## src/rtl/mem_stage_pkg.sv

```systemverilog
// Shared types and default data-memory geometry for the memory-access stage,
// its address checker, the memory model and the bench.
package mem_stage_pkg;

  typedef enum logic [0:0] {
    IDLE,
    ACCESS
  } state_e;

  localparam int unsigned DATA_BASE  = 1024;
  localparam int unsigned DATA_BYTES = 64;

endpackage

```

## src/rtl/mem_addr_check.sv

```systemverilog
// Combinational legality decode for a load/store: conflicting direction,
// misaligned word, or a word that does not lie fully inside the data window.
module mem_addr_check
  import mem_stage_pkg::*;
#(
  parameter int unsigned BASE_ADDR   = DATA_BASE,
  parameter int unsigned DEPTH_BYTES = DATA_BYTES
) (
  input  logic        i_read,
  input  logic        i_write,
  input  logic [31:0] i_addr,
  output logic        o_fault
);

  // 33-bit limits so BASE_ADDR + DEPTH_BYTES cannot wrap and accept a low address.
  localparam logic [32:0] LoLim = 33'(BASE_ADDR);
  localparam logic [32:0] HiLim = 33'(BASE_ADDR) + 33'(DEPTH_BYTES) - 33'd4;

  logic [32:0] w_addr;

  assign w_addr  = {1'b0, i_addr};
  assign o_fault = (i_read & i_write) |
                   (i_addr[1:0] != 2'b00) |
                   (w_addr < LoLim) |
                   (w_addr > HiLim);

endmodule

```

## src/rtl/mem_stage_ctrl.sv

```systemverilog
// Memory-access stage: checks each load/store, holds it for a fixed access
// window with the upstream frozen, strobes memory once and registers write-back.
module mem_stage_ctrl
  import mem_stage_pkg::*;
#(
  parameter int unsigned BASE_ADDR   = DATA_BASE,
  parameter int unsigned DEPTH_BYTES = DATA_BYTES,
  parameter int unsigned WAIT_CYCLES = 2
) (
  input  logic        i_clk,
  input  logic        i_rst,
  input  logic        i_req_valid,
  input  logic        i_req_read,
  input  logic        i_req_write,
  input  logic [31:0] i_req_addr,
  input  logic [31:0] i_req_wdata,
  input  logic        i_req_wb_en,
  input  logic [3:0]  i_req_dest,
  output logic        o_freeze,
  output logic        o_mem_read,
  output logic        o_mem_write,
  output logic [31:0] o_mem_addr,
  output logic [31:0] o_mem_wdata,
  input  logic [31:0] i_mem_rdata,
  output logic        o_wb_valid,
  output logic        o_wb_en,
  output logic [3:0]  o_wb_dest,
  output logic [31:0] o_wb_data,
  output logic        o_addr_fault
);

  localparam int unsigned     CntW    = $clog2(WAIT_CYCLES) + 1;
  localparam logic [CntW-1:0] CntLast = CntW'(WAIT_CYCLES - 1);

  state_e          r_state, w_state_next;
  logic [CntW-1:0] r_cnt;

  logic            r_rd, r_wr, r_lwb_en;
  logic [31:0]     r_addr, r_wdata;
  logic [3:0]      r_dest;

  logic            r_wb_valid, r_wb_en, r_addr_fault;
  logic [3:0]      r_wb_dest;
  logic [31:0]     r_wb_data;

  logic            w_fault, w_memop, w_accept, w_last;

  mem_addr_check #(
    .BASE_ADDR  (BASE_ADDR),
    .DEPTH_BYTES(DEPTH_BYTES)
  ) u_addr_check (
    .i_read (i_req_read),
    .i_write(i_req_write),
    .i_addr (i_req_addr),
    .o_fault(w_fault)
  );

  assign w_memop  = i_req_read | i_req_write;
  assign w_accept = (r_state == IDLE) & i_req_valid & w_memop & ~w_fault;
  assign w_last   = (r_state == ACCESS) & (r_cnt == CntLast);

  always_ff @(posedge i_clk) begin
    if (i_rst) begin
      r_state <= IDLE;
    end else begin
      r_state <= w_state_next;
    end
  end

  always_comb begin
    w_state_next = r_state;
    case (r_state)
      IDLE:    if (w_accept) w_state_next = ACCESS;
      ACCESS:  if (w_last)   w_state_next = IDLE;
      default: w_state_next = IDLE;
    endcase
  end

  // Strobes are masked while reset is held so an aborted store never lands.
  always_comb begin
    o_freeze    = 1'b0;
    o_mem_read  = 1'b0;
    o_mem_write = 1'b0;
    o_mem_addr  = '0;
    o_mem_wdata = '0;
    case (r_state)
      IDLE: o_freeze = w_accept;
      ACCESS: begin
        o_freeze    = ~w_last;
        o_mem_read  = r_rd & ~i_rst;
        o_mem_write = r_wr & w_last & ~i_rst;
        o_mem_addr  = r_addr;
        o_mem_wdata = r_wdata;
      end
      default: o_freeze = 1'b0;
    endcase
  end

  always_ff @(posedge i_clk) begin
    if (i_rst) begin
      r_cnt        <= '0;
      r_rd         <= 1'b0;
      r_wr         <= 1'b0;
      r_lwb_en     <= 1'b0;
      r_addr       <= '0;
      r_wdata      <= '0;
      r_dest       <= '0;
      r_wb_valid   <= 1'b0;
      r_wb_en      <= 1'b0;
      r_wb_dest    <= '0;
      r_wb_data    <= '0;
      r_addr_fault <= 1'b0;
    end else begin
      r_wb_valid   <= 1'b0;
      r_addr_fault <= 1'b0;
      if (r_state == IDLE) begin
        if (i_req_valid) begin
          if (!w_memop) begin
            r_wb_valid <= 1'b1;
            r_wb_en    <= i_req_wb_en;
            r_wb_dest  <= i_req_dest;
            r_wb_data  <= i_req_addr;
          end else if (w_fault) begin
            r_wb_valid   <= 1'b1;
            r_addr_fault <= 1'b1;
            r_wb_en      <= 1'b0;
            r_wb_dest    <= i_req_dest;
            r_wb_data    <= '0;
          end else begin
            r_rd     <= i_req_read;
            r_wr     <= i_req_write;
            r_lwb_en <= i_req_wb_en;
            r_addr   <= i_req_addr;
            r_wdata  <= i_req_wdata;
            r_dest   <= i_req_dest;
            r_cnt    <= '0;
          end
        end
      end else if (w_last) begin
        r_wb_valid <= 1'b1;
        r_wb_en    <= r_lwb_en & r_rd;
        r_wb_dest  <= r_dest;
        r_wb_data  <= r_rd ? i_mem_rdata : 32'd0;
      end else begin
        r_cnt <= r_cnt + CntW'(1);
      end
    end
  end

  assign o_wb_valid   = r_wb_valid;
  assign o_wb_en      = r_wb_en;
  assign o_wb_dest    = r_wb_dest;
  assign o_wb_data    = r_wb_data;
  assign o_addr_fault = r_addr_fault;

endmodule

```

## config.mk

```make
export PLATFORM = sky130hd
export DESIGN_NAME = mem_stage_ctrl
export DESIGN_NICKNAME = d
export VERILOG_FILES = /design/src/rtl/mem_stage_pkg.sv /design/src/rtl/mem_addr_check.sv /design/src/rtl/mem_stage_ctrl.sv
export SDC_FILE = /design/constraint.sdc
export NUM_CORES = 1
export LEC_CHECK = 0
export ABC_AREA = 1
export CAP_MARGIN = 40
export CORE_UTILIZATION = 45
export DETAILED_ROUTE_END_ITERATION = 8
export HOLD_SLACK_MARGIN = 0.12
export PLACE_DENSITY = 0.81
export SLEW_MARGIN = 40
export SYNTH_ARGS = -nofsm -noshare
export SYNTH_HDL_FRONTEND = slang
export SYNTH_SLANG_ARGS = --single-unit
```

## constraint.sdc

```tcl
create_clock -name i_clk -period 2 [get_ports i_clk]
set_input_delay 0.3 -clock i_clk [delete_from_list [all_inputs] [get_ports i_clk]]
set_output_delay 0.3 -clock i_clk [all_outputs]
set_load 0.005 [all_outputs]
```

**After elaboration in Yosys (flattened, before gate mapping)**

Cells that the tools add are included.

- Register bits after elaboration: 113

- Add/sub/neg operators: 1
- $lt $le $gt $ge: 2
- Eq/ne operators: 5
- Mux-type cells: 34
- Bitwise gates (word level): 19
- Reductions and logical operators: 7

Operators with widths:

| kind | number |
|---|---|
| 32-bit 2-to-1 mux | 8 |
| 32-bit by 11-bit > comparator with 1-bit output, second input constant | 1 |
| 32-bit by 11-bit < comparator with 1-bit output, second input constant | 1 |
| 4-bit 2-to-1 mux | 5 |
| 1-bit 2-to-1 mux | 14 |
| 2-bit 2-to-1 mux | 5 |
| 1-bit AND | 9 |
| 4-bit AND reduction | 2 |
| 1-bit inverter | 6 |
| 2-bit nonzero test | 3 |
| 2-bit != test, second input constant | 2 |
| 1-bit OR | 4 |
| 1-bit one-hot mux with 2 select lines | 2 |
| 4-bit OR reduction | 1 |
| 3-bit != test, second input constant | 1 |
| 3-bit AND reduction | 1 |
| 2-bit by 1-bit adder with 2-bit output, second input constant | 1 |
| 2-bit by 1-bit equality test with 1-bit output, second input constant | 1 |
| 2-bit by 1-bit != test with 1-bit output, second input constant | 1 |

**Depth between registers and ports, before layout**

- Word-level depth: 8
- Mapped depth: 12

**By module**

A second synthesis with hierarchy kept.

- Cell total of the unflattened synthesis: 879
- Area total of the unflattened synthesis: 5,461.5 um2

Modules (own cells, without submodules):

| module | times used | cells an instance | area each (um2) |
|---|---|---|---|
| mem_stage_ctrl | 1 | 837 | 5,286.3 |
| mem_addr_check | 1 | 42 | 175.2 |

**Worst setup path after synthesis**

OpenSTA, ideal clock, no wires.

- Path kind: reg2out
- From: register r_cnt[1]
- To: output port o_mem_write
- Data arrival time: 1.253 ns
- Data required time: 1.700 ns
- Setup slack: 0.447 ns
- Cell stages (with the launch flop): 7
- Cell sequence: dfxtp_1 -> inv_1 -> ha_1 -> nand2_1 -> clkbuf_1 -> buf_1 -> nor3_1

- Longest elaborated chain between the ends: 5

Ends and longest elaborated chain:

| what | RTL line | source |
|---|---|---|
| start, declared | mem_stage_ctrl.sv:36 | `logic [CntW-1:0] r_cnt;` |
| start signal, assigned | mem_stage_ctrl.sv:145 | `r_cnt <= r_cnt + CntW'(1);` |
| 2-bit by 1-bit equality test with 1-bit output | mem_stage_ctrl.sv:60 | `assign w_last = (r_state == ACCESS) & (r_cnt == CntLast);` |
| 1-bit AND | mem_stage_ctrl.sv:60 |  |
| 1-bit AND (2 in a row) | mem_stage_ctrl.sv:91 | `o_mem_write = r_wr & w_last & ~i_rst;` |
| 1-bit 2-to-1 mux | mem_stage_ctrl.sv:86 | `case (r_state)` |
| end, declared | mem_stage_ctrl.sv:21 | `output logic o_mem_write,` |

No other way between the ends.

**Worst setup path after layout**

- From: register r_state
- To: output port o_mem_wdata[29]

- Longest elaborated chain between the ends: 1

Ends and longest elaborated chain:

| what | RTL line | source |
|---|---|---|
| start, declared | mem_stage_ctrl.sv:35 | `state_e r_state, w_state_next;` |
| start signal, assigned | mem_stage_ctrl.sv:66 | `r_state <= w_state_next;` |
| 32-bit 2-to-1 mux | mem_stage_ctrl.sv:86 |  |
| end, declared | mem_stage_ctrl.sv:23 | `output logic [31:0] o_mem_wdata,` |

No other way between the ends.

==> results.md <==
- The area growth from synthesis to layout is 55.8%.
- After synthesis the netlist holds a flip-flop and latch count of ~110.
- The root buffer cell is sky130_fd_sc_hd__clkbuf_16.
- After filler insertion, the fill cell instance count of the layout stands at 1016.
- A synthesized cell averages 6.07 µm².
- In this run the number of H-tree levels came out at 4.
- The number of flops mapped to enable cells by yosys is 0.
- Setup repair after global routing could not meet its margin everywhere.
- The tool flagged a number of max-cap violations equal to 0.
- The initial antenna violation count was 0.
- The cell row count is 40.
- The total track usage is 0.237.
- For this run, design rule violations remaining after detail routing come to 0.
- The worst pin sits at a relative slew slack of 0.685.
- The count of cells along the worst register-to-register path is 7.
- The starting density of the core is 0.468.
- The worst reg-to-reg setup slack is 0.31 ns.
- The dominant cell type by area after synthesis is sky130_fd_sc_hd__dfxtp_1.
- The via count of the first global-routing pass came to approximately 5.2k.
- The synthesized netlist contains 18 unique library cells.
- At the worst endpoint, the required time is between 1.5 and 2 ns.
- Buffers placed on the I/O ports in this run total 211.
- The total count of hold-check failures in the final report was 0.
- The number of cells produced by synthesis is 942.
- In the post-synthesis netlist, the biggest area contributors are sky130_fd_sc_hd__dfxtp_1 (40%), sky130_fd_sc_hd__nand2_1 (15%), sky130_fd_sc_hd__inv_1 (13%), sky130_fd_sc_hd__nor2_1 (9.9%), sky130_fd_sc_hd__nand3_1 (9.1%).
- The pin count of the biggest net entering global routing is 99.
- Of the total power, the share spent switching nets is 0.214.
- The power per unit of standard cell area is roughly 670 nW/µm².
- The total net switching power is roughly 1.3 mW.
- The part of the Yosys area used for sequential elements is 0.396.
- The via total after detailed routing is approximately 6k.
- Static timing analysis puts the maximum clock frequency at ~510 MHz.
- The number of nets in the synthesized netlist is 1049.
- The clock-pin slew of the registers on the worst-case setup and hold paths is approximately 0.050 ns.
- The run finished with clean final reports.
- TritonCTS built the clock tree.
- The area enclosed by the die boundary is between 10000 and 15000 µm².
- The number of CTS-inserted buffers is 17.
- The tree built by TritonCTS fans out to approximately 110 sinks.
- The clock passes through at most 2 buffers.
- The core region is around 12000 µm².
- The first detailed-routing pass ran for 4 iterations.
- The vias per cell is approximately 4.6.
- The global placer's final weighted congestion is slightly below 0.8.
- The setup path with the least slack is of type flop to primary output.
- In this design, the stage delay of the slowest critical-path cell is 0.49 ns.
- STA classifies the critical path endpoint as a primary output.
- The die outline width is between 100 and 150 µm.
- The largest fanout on the critical path is 32.
- The maximum ir drop on the vdd rail is about 500 µV.
- The end of the worst register-to-register path is o_wb_data[4].
- The critical path's slowest cell is sky130_fd_sc_hd__clkdlybuf4s50_1.
- The analysis attributes to cell leakage a power of roughly 5.7 nW.
- After detailed routing, the average wire length per cell comes to about 12 µm.
- The proportion of power drawn by flip-flops and latches is 0.387.
- For this block, the routed nets add up to 16.4 mm of wire.
- In the final design database the tool counted between 1k and 1.5k nets.
- The worst hold path belongs to the class primary input to flop.
- In this run, the number of DRC markers left after iteration 0 of detailed routing was roughly 300.
- For this design the top-level I/O count stands at 212.
- Cell internal power was estimated by the tool at approximately 4.7 mW.
- The data arrival time of the critical path is between 1.5 and 2 ns.
- Hold repair after CTS inserted 0 buffers.
- The critical register-to-register path startpoint is r_state.
- The total design power is between 6 and 7 mW.
- During synthesis, Yosys emitted a total of 0 warnings.
- The first global-routing pass estimated 24.5 mm of wire.
- The most critical setup path has its startpoint at r_state.
- Traced cell by cell, the critical path runs through buf_16 > nand2_1 > inv_1 > clkdlybuf4s50_1.
- Among all flip-flop cells after synthesis, the most frequent one is sky130_fd_sc_hd__dfxtp_1.
- The worst-skew pair later-pin latency is about 0.4 ns.
- The area share of the leading cell type in the synthesized netlist is 0.396.
- The antenna diode count is 0.
- Setup violations remaining at the end of the flow were counted as 0.
- The sum of negative setup slack is 0 ns.
- The ratio of cells with drive above 1 in the final layout is 0.0705.
- Across the whole layout, storage elements account for 2270 µm².
- For this run the aggregate overflow at the end of global routing stands at 0.
- The antenna violation net count after detailed routing is 0.
- The share of total power dissipated in combinational logic is 0.102.
- The combined area of the multi-input logic cells is 2450 µm².
- Dividing the final minimum period by the clock period gives 0.978.
- Between clock sinks in the finished design, the worst skew comes to a little over 0.007 ns.
- The detailed placement HPWL is about 11 mm.
- The critical path launch point type is a flop.
- The most critical setup path has its endpoint at o_mem_wdata[29].
- The overall die height is approximately 110 µm.
- The worst path needs slightly below 2 ns of the cycle, external delays included.
- For this run, asynchronously set or reset flops after synthesis account for 0.
- Of the total power, the clock network draws 0.511.
- After synthesis the cells add up to between 5000 and 6000 µm².
- The final number of max-transition violations is 0.
- For the pin with the worst max-slew slack, the measured transition is 0.472 ns.
layout by cell type (no fill, tap or decap), types with 10 or more instances in the layout:
cell type / netlist / final
sky130_fd_sc_hd__nand2_1: 236 / 232
sky130_fd_sc_hd__inv_1: 191 / 190
sky130_fd_sc_hd__nor2_1: 151 / 150
sky130_fd_sc_hd__clkdlybuf4s50_1: 0 / 146
sky130_fd_sc_hd__dfxtp_1: 113 / 112
sky130_fd_sc_hd__nand3_1: 104 / 103
sky130_fd_sc_hd__dlymetal6s2s_1: 0 / 54
sky130_fd_sc_hd__a21oi_1: 42 / 42
sky130_fd_sc_hd__buf_4: 4 / 36
sky130_fd_sc_hd__o21ai_0: 25 / 25
sky130_fd_sc_hd__clkbuf_16: 0 / 18
sky130_fd_sc_hd__o31ai_1: 11 / 11
sky130_fd_sc_hd__dlygate4sd2_1: 0 / 10
worst min-delay path by stage:
stage	from	endpoint	slack [ns]	cells after the start
final	i_req_addr[28]	o_wb_data[28]	0.42	5
after CTS	r_addr[10]	r_addr[10]	0.45	2
after global placement	r_addr[10]	r_addr[10]	0.44	2
after floorplan	i_rst	o_wb_valid	0.37	1
after detailed placement	r_addr[10]	r_addr[10]	0.45	2
after global routing	i_req_addr[28]	o_wb_data[28]	0.43	5
power groups by stage:
stage	registers [mW]	logic, mW	clock network [mW]
final	2.32	0.611	3.07
after global routing	2.33	0.664	3.22
after CTS	2.32	0.611	3.10
after detailed placement	2.37	0.605	0
after global placement	2.37	0.602	0
after floorplan	2.37	0.204	0
metal layers:
layer / GRT usage / routed length [µm] / vias up / share of wire
li1: - / - / 3218 / -
met1: 0.277 / 7190 / 2641 / 0.44
met2: 0.405 / 7550 / 199 / 0.46
met3: 0.0891 / 1540 / 10 / 0.094
met4: 0.0684 / 159 / 0 / 0.0097
met5: 0 / 0 / - / 0
flip-flops by register name, summed over array words and instances, names as in the netlist:
register	count
o_wb_data	32
r_addr	32
r_wdata	32
o_wb_dest	4
r_dest	4
r_cnt	2
o_addr_fault	1
o_wb_en	1
o_wb_valid	1
r_lwb_en	1
r_rd	1
r_state	1
r_wr	1
worst max-delay path: cells and delay by family (launching register included):
family	cells	cell delay, ns
buf+inv	3	0.75
flops	1	0.43
simple gates	1	0.08
through the flow:
| step | hold WS (ns) | instances | util | setup WS (ns) | cell area, µm² |
|---|---|---|---|---|---|
| 3_5_place_dp | 0.445 | 1296 | 0.665 | -0.388 | 8120 |
| 2_1_floorplan | 0.369 | 942 | - | 0.447 | 5720 |
| 6_report | 0.422 | 1331 | 0.730 | 0.0445 | 8910 |
| 3_3_place_gp | 0.438 | 1296 | 0.665 | -0.400 | 8120 |
| 5_1_grt | 0.431 | 1331 | 0.730 | -0.0501 | 8910 |
| 4_1_cts | 0.453 | 1331 | 0.719 | -0.0230 | 8770 |
synthesized netlist by cell type (4+ instances only):
library cell / number
sky130_fd_sc_hd__inv_1: 191
sky130_fd_sc_hd__nand2_1: 236
sky130_fd_sc_hd__nor2_1: 151
sky130_fd_sc_hd__a21oi_1: 42
sky130_fd_sc_hd__nand3_1: 104
sky130_fd_sc_hd__buf_6: 5
sky130_fd_sc_hd__buf_4: 4
sky130_fd_sc_hd__clkbuf_1: 28
sky130_fd_sc_hd__o21ai_0: 25
sky130_fd_sc_hd__o31ai_1: 11
sky130_fd_sc_hd__dfxtp_1: 113
sky130_fd_sc_hd__buf_1: 9
sky130_fd_sc_hd__buf_2: 18
cell type report:
cell class,count,share of cell area
Multi-Input combinational cell,573,0.275
Tap cell,168,0.0236
Timing Repair Buffer,254,0.298
Clock buffer,21,0.0529
Sequential cell,113,0.254
Inverter,192,0.0810
Clock inverter,10,0.0149
logic make-up after synthesis:
kind of cell,share of synthesized area
simple gates,0.347
buf+inv,0.181
flops,0.396
compound gates,0.0742
fa+ha+maj,0.00219
timing repair:
item,in CTS,in global routing
buffers inserted,3,0
setup endpoints to repair,66,57
gates cloned,1,0
endpoints found under the hold margin,0,0
resized for setup,17,57
pin swaps,6,8
Note: power is estimated with default switching activity, not from simulation.
